--- src/rtl/instr_fetch_unit.sv ---
// Instruction fetch unit: owns the program counter, issues single-outstanding
// reads to instruction memory, buffers returned words in a small prefetch
// FIFO and presents the head entry to the control unit. Branches flush the
// FIFO and redirect the fetch stream. A request in flight when a branch hits
// is completed but its data is discarded (S_DROP).
// Optional perf counters (stall_cnt, flush_cnt): define IFU_PERF_CNT_EN.
module instr_fetch_unit #(
    parameter int                ADDR_W     = 16,
    parameter logic [ADDR_W-1:0] RESET_PC   = '0,
    parameter int                FIFO_DEPTH = 2
) (
    input  logic              clk,
    input  logic              rst,
    output logic              imem_req,
    output logic [ADDR_W-1:0] imem_addr,
    input  logic              imem_ack,
    input  logic [15:0]       imem_rdata,
    output logic [15:0]       instruction,
    output logic              inst_valid,
    output logic [ADDR_W-1:0] pc_out,
    input  logic              pc_inc,
    input  logic              branch_en,
    input  logic [9:0]        pc_offset,
    output logic [1:0]        fetch_state,
    output logic [15:0]       stall_cnt,
    output logic [15:0]       flush_cnt
);

    localparam int PTR_W = $clog2(FIFO_DEPTH);
    localparam int CNT_W = PTR_W + 1;

    typedef enum logic [1:0] {
        S_IDLE = 2'd0,
        S_REQ  = 2'd1,
        S_DROP = 2'd2
    } state_e;

    state_e            state_q, state_d;
    logic [ADDR_W-1:0] fetch_pc_q, fetch_pc_d;
    logic [ADDR_W-1:0] redirect_pc_q, redirect_pc_d;
    logic [PTR_W-1:0]  wr_ptr_q, wr_ptr_d;
    logic [PTR_W-1:0]  rd_ptr_q, rd_ptr_d;
    logic [CNT_W-1:0]  count_q, count_d;
    logic [15:0]       instr_q, instr_d;
    logic [ADDR_W-1:0] pc_out_q, pc_out_d;
    logic              valid_q, valid_d;

    logic [15:0]       fifo_instr_q [FIFO_DEPTH];
    logic [ADDR_W-1:0] fifo_pc_q    [FIFO_DEPTH];

    logic              push, pop, branch;
    logic [CNT_W-1:0]  count_after_pop, count_post;
    logic [PTR_W-1:0]  rd_ptr_pop;
    logic [ADDR_W-1:0] branch_target;

    // Handshake decode shared by the FIFO, head register and FSM.
    always_comb begin
        push            = (state_q == S_REQ) && imem_ack;
        pop             = pc_inc && valid_q;
        branch          = pop && branch_en;
        count_after_pop = count_q - CNT_W'(pop);
        count_post      = count_after_pop + CNT_W'(push);
        rd_ptr_pop      = rd_ptr_q + PTR_W'(pop);
        // Relative to the instruction after the branch; offset is in words.
        branch_target   = pc_out_q + ADDR_W'(2) + ADDR_W'($signed({pc_offset, 1'b0}));
    end

    // FIFO pointer/count update and next head-of-FIFO output values.
    always_comb begin
        // NOTE: every signal written here gets a default first, so no path can infer a latch.
        wr_ptr_d = wr_ptr_q;
        rd_ptr_d = rd_ptr_q;
        count_d  = count_q;
        instr_d  = instr_q;
        pc_out_d = pc_out_q;
        valid_d  = 1'b0;
        if (branch) begin
            // Flush everything, including a word arriving this very cycle.
            wr_ptr_d = '0;
            rd_ptr_d = '0;
            count_d  = '0;
        end else begin
            if (push) wr_ptr_d = wr_ptr_q + PTR_W'(1);
            rd_ptr_d = rd_ptr_pop;
            count_d  = count_post;
            if (count_after_pop != '0) begin
                instr_d  = fifo_instr_q[rd_ptr_pop];
                pc_out_d = fifo_pc_q[rd_ptr_pop];
                valid_d  = 1'b1;
            end else if (push) begin
                // FIFO empty after the pop: the arriving word becomes the head.
                instr_d  = imem_rdata;
                pc_out_d = fetch_pc_q;
                valid_d  = 1'b1;
            end
        end
    end

    // Fetch FSM: decides when to request and where the fetch PC goes next.
    always_comb begin
        state_d       = state_q;
        fetch_pc_d    = fetch_pc_q;
        redirect_pc_d = redirect_pc_q;
        unique case (state_q)
            S_IDLE: begin
                if (branch) begin
                    fetch_pc_d = branch_target;
                    state_d    = S_REQ;
                end else if (count_post < CNT_W'(FIFO_DEPTH)) begin
                    state_d = S_REQ;
                end
            end
            S_REQ: begin
                if (imem_ack) begin
                    if (branch) begin
                        fetch_pc_d = branch_target;
                        state_d    = S_REQ;
                    end else begin
                        fetch_pc_d = fetch_pc_q + ADDR_W'(2);
                        state_d    = (count_post < CNT_W'(FIFO_DEPTH)) ? S_REQ : S_IDLE;
                    end
                end else if (branch) begin
                    // Address must stay put until memory answers; park the target.
                    redirect_pc_d = branch_target;
                    state_d       = S_DROP;
                end
            end
            S_DROP: begin
                if (imem_ack) begin
                    fetch_pc_d = redirect_pc_q;
                    state_d    = S_REQ;
                end
            end
            default: state_d = S_IDLE;
        endcase
    end

    // State, PC, FIFO bookkeeping and head-output registers.
    always_ff @(posedge clk) begin
        // NOTE: non-blocking assignments so every register samples pre-edge values.
        if (rst) begin
            state_q       <= S_IDLE;
            fetch_pc_q    <= RESET_PC;
            redirect_pc_q <= RESET_PC;
            wr_ptr_q      <= '0;
            rd_ptr_q      <= '0;
            count_q       <= '0;
            instr_q       <= '0;
            pc_out_q      <= '0;
            valid_q       <= 1'b0;
        end else begin
            state_q       <= state_d;
            fetch_pc_q    <= fetch_pc_d;
            redirect_pc_q <= redirect_pc_d;
            wr_ptr_q      <= wr_ptr_d;
            rd_ptr_q      <= rd_ptr_d;
            count_q       <= count_d;
            instr_q       <= instr_d;
            pc_out_q      <= pc_out_d;
            valid_q       <= valid_d;
        end
    end

    // NOTE: FIFO storage has no reset; count and pointers alone define the live entries.
    // Prefetch FIFO storage write.
    always_ff @(posedge clk) begin
        if (push && !branch) begin
            fifo_instr_q[wr_ptr_q] <= imem_rdata;
            fifo_pc_q[wr_ptr_q]    <= fetch_pc_q;
        end
    end

`ifdef IFU_PERF_CNT_EN
    logic [15:0] stall_cnt_q, flush_cnt_q;

    // Saturating perf counters: cycles without a valid head, accepted branches.
    always_ff @(posedge clk) begin
        if (rst) begin
            stall_cnt_q <= '0;
            flush_cnt_q <= '0;
        end else begin
            if (!valid_q && (stall_cnt_q != 16'hFFFF)) stall_cnt_q <= stall_cnt_q + 16'd1;
            if (branch && (flush_cnt_q != 16'hFFFF))   flush_cnt_q <= flush_cnt_q + 16'd1;
        end
    end

    assign stall_cnt = stall_cnt_q;
    assign flush_cnt = flush_cnt_q;
`else
    assign stall_cnt = '0;
    assign flush_cnt = '0;
`endif

    assign imem_req    = (state_q == S_REQ) || (state_q == S_DROP);
    assign imem_addr   = fetch_pc_q;
    assign fetch_state = state_q;
    assign instruction = instr_q;
    assign pc_out      = pc_out_q;
    assign inst_valid  = valid_q;

endmodule

--- config.mk ---
export PLATFORM = sky130hd
export DESIGN_NAME = instr_fetch_unit
export DESIGN_NICKNAME = d
export VERILOG_FILES = /design/src/rtl/instr_fetch_unit.sv
export SDC_FILE = /design/constraint.sdc
export NUM_CORES = 1
export LEC_CHECK = 0
export BUFFER_PORTS_ARGS = -buffer_cell sky130_fd_sc_hd__buf_2
export CAP_MARGIN = 20
export CORE_MARGIN = 3
export CORE_UTILIZATION = 57
export DETAILED_ROUTE_END_ITERATION = 8
export PLACE_DENSITY = 0.88
export SETUP_SLACK_MARGIN = 0.4
export SLEW_MARGIN = 20
export SYNTH_ARGS = -nofsm -noshare
export SYNTH_HDL_FRONTEND = slang
export SYNTH_SLANG_ARGS = --single-unit
--- constraint.sdc ---
create_clock -name clk -period 3.6 [get_ports clk]
set_clock_uncertainty 0.05 [all_clocks]
set_input_delay 0.54 -clock clk [delete_from_list [all_inputs] [get_ports clk]]
set_output_delay 0.54 -clock clk [all_outputs]
set_load 0.1 [all_outputs]
---- After elaboration in Yosys (flattened, before gate mapping) ----
Memories as Yosys holds them, arrays and structs flattened.
Cells that the tools add are included.
word-level totals
  bits in registers ....................... 71
  memory bits (writable) .................. 64
  input port bits ......................... 31
  output and inout port bits .............. 84
  logic and storage cells ................. 64
  memories ................................ 2
memory list
  name          words  width  rd ports  clocked after memory_dff  write ports  RTL line  text
  fifo_instr_q  2      16     1         0                         1            48        logic [15:0] fifo_instr_q [FIFO_DEPTH];
  fifo_pc_q     2      16     1         0                         1            49        logic [ADDR_W-1:0] fifo_pc_q [FIFO_DEPTH];
operators by class
  $add $sub $neg .......................... 7
  order comparisons ....................... 1
  equal/unequal tests ..................... 7
  multiplexer cells ....................... 21
  bitwise operators ....................... 2
  reductions and logical operators ........ 15
operator list
  kind                     count
  $mux W16                 8
  $pmux W16 S3             1
  $add A16 B2 Y16 const B  2
  $add A16 B16 Y16         1
  $mux W2                  5
  $mux W1                  6
  $ne A2 B2 Y1 const B     3
  $ne A3 B3 Y1 const B     2
  $pmux W2 S3              1
  $reduce_and A3 Y1        2
  $logic_and A1 B1 Y1      4
  $reduce_and A4 Y1        1
  $reduce_bool A2 Y1       2
  $reduce_bool A3 Y1       1
  $add A2 B1 Y2            1
  $eq A2 B1 Y1 const B     1
  $eq A2 B2 Y1 const B     1
  $logic_not A2 Y1         1
  $lt A2 B2 Y1 const B     1
  $not A1 Y1               2
  $reduce_and A2 Y1        1
  $reduce_or A2 Y1         1
  $sub A2 B1 Y2            1
  $add A1 B1 Y1            1
  other kinds (3)          3

---- Logic depth before layout (Yosys ltp) ----
Gate-level depths: netlist of the first run.
  word-level depth ........................ 8
  depth in mapped cells ................... 12
  depth with buffers taken out ............ 12

---- Worst setup path after synthesis of the first run ----
No wires, ideal clock.
  kind .................................... reg2reg
  from .................................... register state_q[0], in the netlist fetch_state[0]
  to ...................................... memory fifo_instr_q[0][0], enable pin
  library setup time ...................... 421 ps
  arrival time ............................ 3064 ps
  required time ........................... 3129 ps
  slack ................................... 64 ps
  stages on the path, launching flop included .. 7
  path buffers ............................ 2
  period minus slack after synthesis ...... 3536 ps
  cells stage by stage .................... dfxtp_1 > ha_1 > buf_6 > and2_1 > buf_2 > nand2_1 > nor2_1
on the way
  word-level cells in the longest chain between the ends .. 5
ends and longest elaborated chain
  item                           RTL line  text
  start: declaration             38        state_e state_q, state_d;
  start signal: assignment       152       state_q <= state_d;
  $eq A2 B1 Y1                   58        push = (state_q == S_REQ) && imem_ack;
  $logic_and A1 B1 Y1            58
  net push                       51        logic push, pop, branch;
  $logic_and A1 B1 Y1            167       if (push && !branch) begin
  $mux W1                        167
  $mux W1 (implied by the code)  168       fifo_instr_q[wr_ptr_q] <= imem_rdata;
  end: declaration               48
The timed path passes the listed nets, and every way through them passes these cells.

---- Worst setup path in the final report of the first run ----
  from .................................... register pc_out_q[1], in the netlist pc_out[1]
  to ...................................... register fetch_pc_q[12], in the netlist imem_addr[12]
on the way
  word-level cells in the longest chain between the ends .. 5
  elaborated cells between the ends (all ways) .. 6
  those cells by class .................... add/sub (2); mux (4)
ends and longest elaborated chain
  item                      RTL line  text
  start: declaration        45        logic [ADDR_W-1:0] pc_out_q, pc_out_d;
  start signal: assignment  159       pc_out_q <= pc_out_d;
  $add A16 B2 Y16 *         65        branch_target = pc_out_q + ADDR_W'(2) + ADDR_W'($signed({pc_offset, 1'b0}));
  $add A16 B16 Y16 *        65
  $mux W16                  115       if (branch) begin
  $mux W16                  114       if (imem_ack) begin
  $pmux W16 S3 *            104       unique case (state_q)
  end signal: assignment    153       fetch_pc_q <= fetch_pc_d;
  end: declaration          39        logic [ADDR_W-1:0] fetch_pc_q, fetch_pc_d;
Every way passes the cells marked *; elsewhere a longest branch is shown, timed or not. The select of a mux whose other input is x is not followed.
A chain may end at the register's enable or synchronous reset.

==> run metrics, run 1 <==
status complete, no violations; required time worst endpoint 3850 ps; RSZ-0062 raised after global routing false; CP max stage cell fa_1; io pins 115; Die H about 120 um; Buf+Inv Stages, Crit Path 3; initial antenna violation count 0; Yosys cell types slightly above 60; Root Buffer clkbuf_16; Hold-fix buffers, CTS 0; Clk Latency, worst-skew pair just over 400 ps; Synth-to-Final Area Change 14.6%; final hold vios 0; most frequent cells in the layout 94 x nor2_1, 82 x buf_2, 71 x dfxtp_1, 65 x a21oi_1, 64 x edfxtp_1; global-route wire length before repair 25.1 mm; clock buffer depth 2; kind of cell adding the most delay to the critical path compound AO/OA/AOI/OAI gates; CTS sink cnt about 140; Hold Path Cell Cnt 1; vias in the first global route roughly 5200; CP arrival between 2000 and 3000 ps; Die W between 100 and 150 um; Finished Cell Area ~7900 um2; pin count of the biggest net entering global routing between 60 and 70; layout cell share with drive strength beyond 1 between 10% and 20%; slew margin rel. between 50% and 60%; CTS buffer count 17; Port Buf Inserts just over 80; n_diodes 0; final core utilization about 68%; nets 812; residual DRC count 0; synth warn 0; DRT Pass-1 Iters 5; fmax approximately 0.36 GHz; gpl congestion 0.889; worst-margin pin slew 715 ps; post-synthesis cell count ~670; most used cell, CP inv_1; fillers about 860; WL final ~16 mm; setup violators final 0; Most used DFF post-synth dfxtp_1; most common cell after layout, fill and taps aside nor2_1; total negative slack 0 ps; worst-path cell chain inv_1 > ha_1 > inv_1 > ha_1 > inv_1 > fa_1 > nand2b_1 > a21o_1 > a211oi_1 > nor2_1 > xor2_1 > a2111oi_1; HP Class input port to flip-flop; post-synth top area share about 28%; via-per-instance ratio 6.00; cell row count 39; Slew Viols, Final 0; Placed Area roughly 7200 um2; H-tree depth 4; Post-synth ARST share 0%; fin crit share 76.2%; Netlist Area Pre-Place just under 7000 um2; GRT Overall Usage between 20 and 25%; Post-synth EDFFs 64; max incr delay on CP approximately 400 ps; Worst path depth 12; initial DRC count 439; sequential cell area fraction in the yosys report 48.8%; Critical Path End Type flip-flop; kind of critical path flip-flop to flip-flop; pwr dens between 1000 and 1500 nW/um2; Syn Area/Cell just over 10 um2; Worst setup SP type flip-flop; Yosys reg bits about 140; top cells by area, synth edfxtp_1 28%, dfxtp_1 21%, ha_1 6.2%; R2R cell count 12; Initial Util between 50% and 60%; total number of vias approximately 5400; Post-CTS Setup Repair Bufs 0; per-cell routed wire length about 18 um; post-DP HPWL 11.0 mm; maxcap violations 0; Yosys top cell by area edfxtp_1; Clock transition at path regs roughly 60 ps; Core Region ~12000 um2; fin crit period between 2000 and 3000 ps; LEAKAGE 0.00335 uW; maximum vdd drop between 0.6 and 0.7 mV; Final ANT Viol Nets 0; post-cts sizing count 0; GR Overflow Total 0; Worst Path Max Fanout 4; Die Area roughly 13000 um2; CTS tree done
==> final cells by class <==
type                            count  area [um2]  area share, %
Timing Repair Buffer               94         500           6.37
Tap cell                          143         179           2.28
Clock buffer                       19         453           5.77
Clock inverter                     13         178           2.26
Sequential cell                   135        3340           42.6
Inverter                           13        48.8          0.621
Multi-Input combinational cell    485        3150           40.1
==> final timing paths <==
check | startpoint | slack [ps] | endpoint
min | imem_rdata[14] | 280 | fifo_instr_q[0][14]$_DFFE_PP_
min reg2reg | redirect_pc_q[5]$_SDFFE_PP0P_ | 410 | redirect_pc_q[5]$_SDFFE_PP0P_
max reg2reg | pc_out[1]$_SDFFE_PP0P_ | 860 | imem_addr[12]$_SDFFE_PP0P_
max | pc_out[1]$_SDFFE_PP0P_ | 860 | imem_addr[12]$_SDFFE_PP0P_
==> routing by layer <==
| metal | wire length, um | GRT usage [%] | up-vias |
|---|---|---|---|
| met5 | 0 | 0 | - |
| met4 | 474 | 12.3 | 0 |
| met3 | 1150 | 5.48 | 49 |
| met2 | 8040 | 41.9 | 248 |
| met1 | 6290 | 28.2 | 2592 |
| li1 | - | - | 2523 |
==> synth_stat cells, types with 3 or more instances <==
master and instances:
buf_2 11, nor3b_1 3, ha_1 34, a21o_1 4
or3_1 3, and2_1 3, dfxtp_1 71, a211o_1 4
nand2b_1 8, mux2i_1 34, inv_1 13, xnor2_1 12
xor2_1 6, nand3_1 8, nand2_1 40, nand4_1 3
a21oi_1 65, and3_1 5, buf_4 34, a221oi_1 7
nor3_1 18, a2bb2oi_1 4, edfxtp_1 64, a211oi_1 41
nor2_1 95, a221o_1 3, o21ai_0 12, clkbuf_1 18
nand3b_1 3, buf_6 5
==> sequential cells by signal, summed over array words and instances, names as in the netlist <==
signal / cells
wr_ptr_q: 1
pc_out: 16
imem_addr: 16
inst_valid: 1
instruction: 16
count_q: 2
fifo_pc_q: 32
redirect_pc_q: 16
fifo_instr_q: 32
fetch_state: 2
rd_ptr_q: 1
==> cells by family (layout without fill, tap and decap cells) <==
group           Yosys count  in the layout  share of synthesized area (%)
simple gates            195            195                           12.8
compound gates          168            168                           16.4
flops                   135            135                           48.8
buf+inv                  83            139                           7.16
fa+ha+maj                35             35                           6.50
mux                      34             34                           4.97
xor+xnor                 21             21                           3.29
other cells               1             32                         0.0547
==> report_power, final <==
| part | switching [uW] | internal [uW] |
|---|---|---|
| Sequential | 277 | 1940 |
| Clock | 636 | 1190 |
| Combinational | 3010 | 1020 |
==> worst register-to-register path, cell delays in order, from the launching register on <==
cell and delay [ps]:
dfxtp_1 350, inv_1 80, ha_1 200, inv_1 50
ha_1 180, inv_1 70, fa_1 400, nand2b_1 180
a21o_1 220, a211oi_1 230, nor2_1 80, xor2_1 150
a2111oi_1 380
==> metrics by stage <==
stage          std cells  worst slack, ps  hold slack [ps]  total power [uW]
6_report             902              858              280              8070
5_1_grt              902              625              266              8520
4_1_cts              902              895              262              8080
3_5_place_dp         870              635              402              6230
3_3_place_gp         870              736              391              6080
2_1_floorplan        703              440              386              5560
Power figures use the tool's default switching activity.
==> run 2, diff against run 1 <==
CORE_UTILIZATION = 51   (was 57)
PLACE_DENSITY = 0.83   (was 0.88)
clock period = 2.4 ns   (was 3.6 ns; I/O delays follow)
==> run metrics, run 2 (synthesis gave the netlist of run 1 again) <==
status complete, but fails checks; failing checks negative setup slack; worst-margin pin slew 548 ps (-168 ps); Root Buffer clkbuf_16; vias in the first global route 5631 (+9.0%); R2R cell count 10 (-2); CTS buffer count 17 (unchanged); clock buffer depth 2 (unchanged); Worst Path Max Fanout 4 (unchanged); nets 852 (+4.9%); Die Area 14900 um2 (+11%); initial DRC count 701 (+60%); crit path from pc_out[2]$_SDFFE_PP0P_; CP max stage cell a2111oi_2; via-per-instance ratio 5.98 (-0.41%); worst r2r dst imem_addr[12]$_SDFFE_PP0P_; fmax 0.389 GHz (+6.6%); CTS tree done; Internal 6910 uW (+66%); DRT Pass-1 Iters 7 (+2); slew margin rel. 63.7% (+11 points); Die H 122 um (+5.4%); Finished Cell Area 9030 um2 (+15%); Slew Viols, Final 0 (unchanged); Initial Util 53.2% (-6.0 points); Net Sw Frac 48.5% (-0.058 points); total negative slack -405 ps (-405 ps); Final ANT Viol Nets 0 (unchanged); RSZ-0062 raised after global routing true; final total power 13400 uW (+66%); pin count of the biggest net entering global routing 39 (-40%); Clock transition at path regs 60 ps (about the same); CP arrival 2810 ps (-180 ps); Die W 122 um (+5.4%); maxcap violations 0 (unchanged); most used cell, CP ha_4; final worst slack -171 ps (-1030 ps); switching power 6500 uW (+66%); Port Buf Inserts 82 (unchanged); layout cell share with drive strength beyond 1 37.8% (+19 points); Critical Path End Type flip-flop; kind of critical path flip-flop to flip-flop; max incr delay on CP 390 ps (about the same); Placed Area 7720 um2 (+6.9%); Comb pwr share 54.7% (+4.8 points); post-DP HPWL 11.7 mm (+6.2%); fin crit share 107% (+31 points); final hold vios 0 (unchanged); Clk network pwr share 20.1% (-2.5 points); initial antenna violation count 0 (unchanged); total number of vias 5802 (+7.2%); maximum vdd drop 1.17 mV (+70%); worst-path cell chain ha_4 > ha_4 > inv_2 > fa_2 > nand2b_4 > a21o_4 > a211oi_2 > nor2_1 > xor2_1 > a2111oi_2; setup violators final 4 (+4); io pins 115 (unchanged); Largest regs fifo_instr_q: 32 flops, fifo_pc_q: 32 flops; Clk Latency, worst-skew pair 420 ps (about the same); Synth-to-Final Area Change 31.9%; per-cell routed wire length 19.2 um (+8.8%); fin crit period 2570 ps (-171 ps); crit path to imem_addr[12]$_SDFFE_PP0P_; LEAKAGE 0.00371 uW (+11%); reg2reg start pc_out[2]$_SDFFE_PP0P_; required time worst endpoint 2640 ps (-1210 ps); flop2flop setup slack -170 ps (-1030 ps); sequential share of power 25.3% (-2.2 points); HP Class input port to flip-flop; Worst setup SP type flip-flop; residual DRC count 0 (unchanged); Core Region 12900 um2 (+11%); most frequent cells in the layout 94 x nor2_1, 81 x buf_2, 64 x edfxtp_1, 54 x a21oi_1, 45 x dfxtp_1; global-route wire length before repair 27.8 mm (+11%); gpl congestion 0.899 (+1.1%); GR Overflow Total 0 (unchanged); most common cell after layout, fill and taps aside nor2_1; GRT Overall Usage 24.3% (+0.073 points); Hold-fix buffers, CTS 0 (unchanged); CTS sink cnt 135 (unchanged); H-tree depth 4 (unchanged); n_diodes 0 (unchanged); WL final 18.7 mm (+17%); pwr dens 1480 nW/um2 (+44%); cell row count 41 (+5.1%)
-- run 2: changes by cell type in the layout (fill, tap and decap cells not counted), sizes merged --
cell | previous run | this run
clkinvlp | 5 | 1
bufinv | 4 | 3
buf | 94 | 134
clkbuf | 19 | 18
clkinv | 4 | 6
inv | 13 | 17
-- run 2: how the worst min path moves through the flow --
stage	cells after the start	startpoint	end
final	1	imem_rdata[15]	fifo_instr_q[1][15]$_DFFE_PP_
after detailed placement	2	redirect_pc_q[5]$_SDFFE_PP0P_	redirect_pc_q[5]$_SDFFE_PP0P_
after floorplan	2	redirect_pc_q[2]$_SDFFE_PP0P_	redirect_pc_q[2]$_SDFFE_PP0P_
after global routing	1	imem_rdata[13]	fifo_instr_q[1][13]$_DFFE_PP_
after CTS	1	imem_rdata[13]	fifo_instr_q[1][13]$_DFFE_PP_
after global placement	2	redirect_pc_q[2]$_SDFFE_PP0P_	redirect_pc_q[2]$_SDFFE_PP0P_
-- run 2: power by group through the flow --
stage / Sequential (uW) / Clock (uW) / Combinational [uW]
after global placement: 3370 / 0 / 6210
after CTS: 3370 / 2720 / 6840
after detailed placement: 3410 / 0 / 6390
final: 3390 / 2690 / 7330
after floorplan: 5050 / 0 / 3690
after global routing: 3440 / 2820 / 7790
-- run 2: critical path, delay by kind of cell (launching register included) --
family	cells	cell delay, ps
AO/OA/AOI/OAI	3	810
flip-flops	1	350
adder cells (fa/ha/maj)	3	750
XOR/XNOR	1	180
buffers and inverters	1	40
AND/OR/NAND/NOR	2	260
-- run 2: routing by layer --
metal / GRT usage (%) / share of wire, % / vias to the layer above
met5: 0 / 0 / -
met4: 11.3 / 3.5 / 0
met3: 7.75 / 9.7 / 79
met2: 40.3 / 49 / 362
met1: 28.7 / 38 / 2746
li1: - / - / 2615
-- run 2: cell type report --
type / count / area (um2)
clock buffers: 18 / 439
clock inverters: 14 / 173
fillers: 846 / 3840
inverters: 13 / 53.8
multi-input cells: 485 / 3880
flip-flops and latches: 135 / 3410
well taps: 172 / 215
repair buffers: 134 / 861
-- run 2: stage by stage --
stage	utilization (%)	hold slack, ps	setup WS, ps	std cells
floorplan	-	386	-126	703
global placement	60.0	392	-141	916
detailed placement	60.0	400	-249	916
CTS	68.3	80.4	-38.7	962
global route	70.2	75.2	-222	971
finish	70.2	92.3	-171	971
-- run 2: what timing repair did --
item,in CTS,in global routing
gates resized for setup,60,34
setup buffers,14,9
pin swaps,44,31
endpoints found under the setup margin,31,37
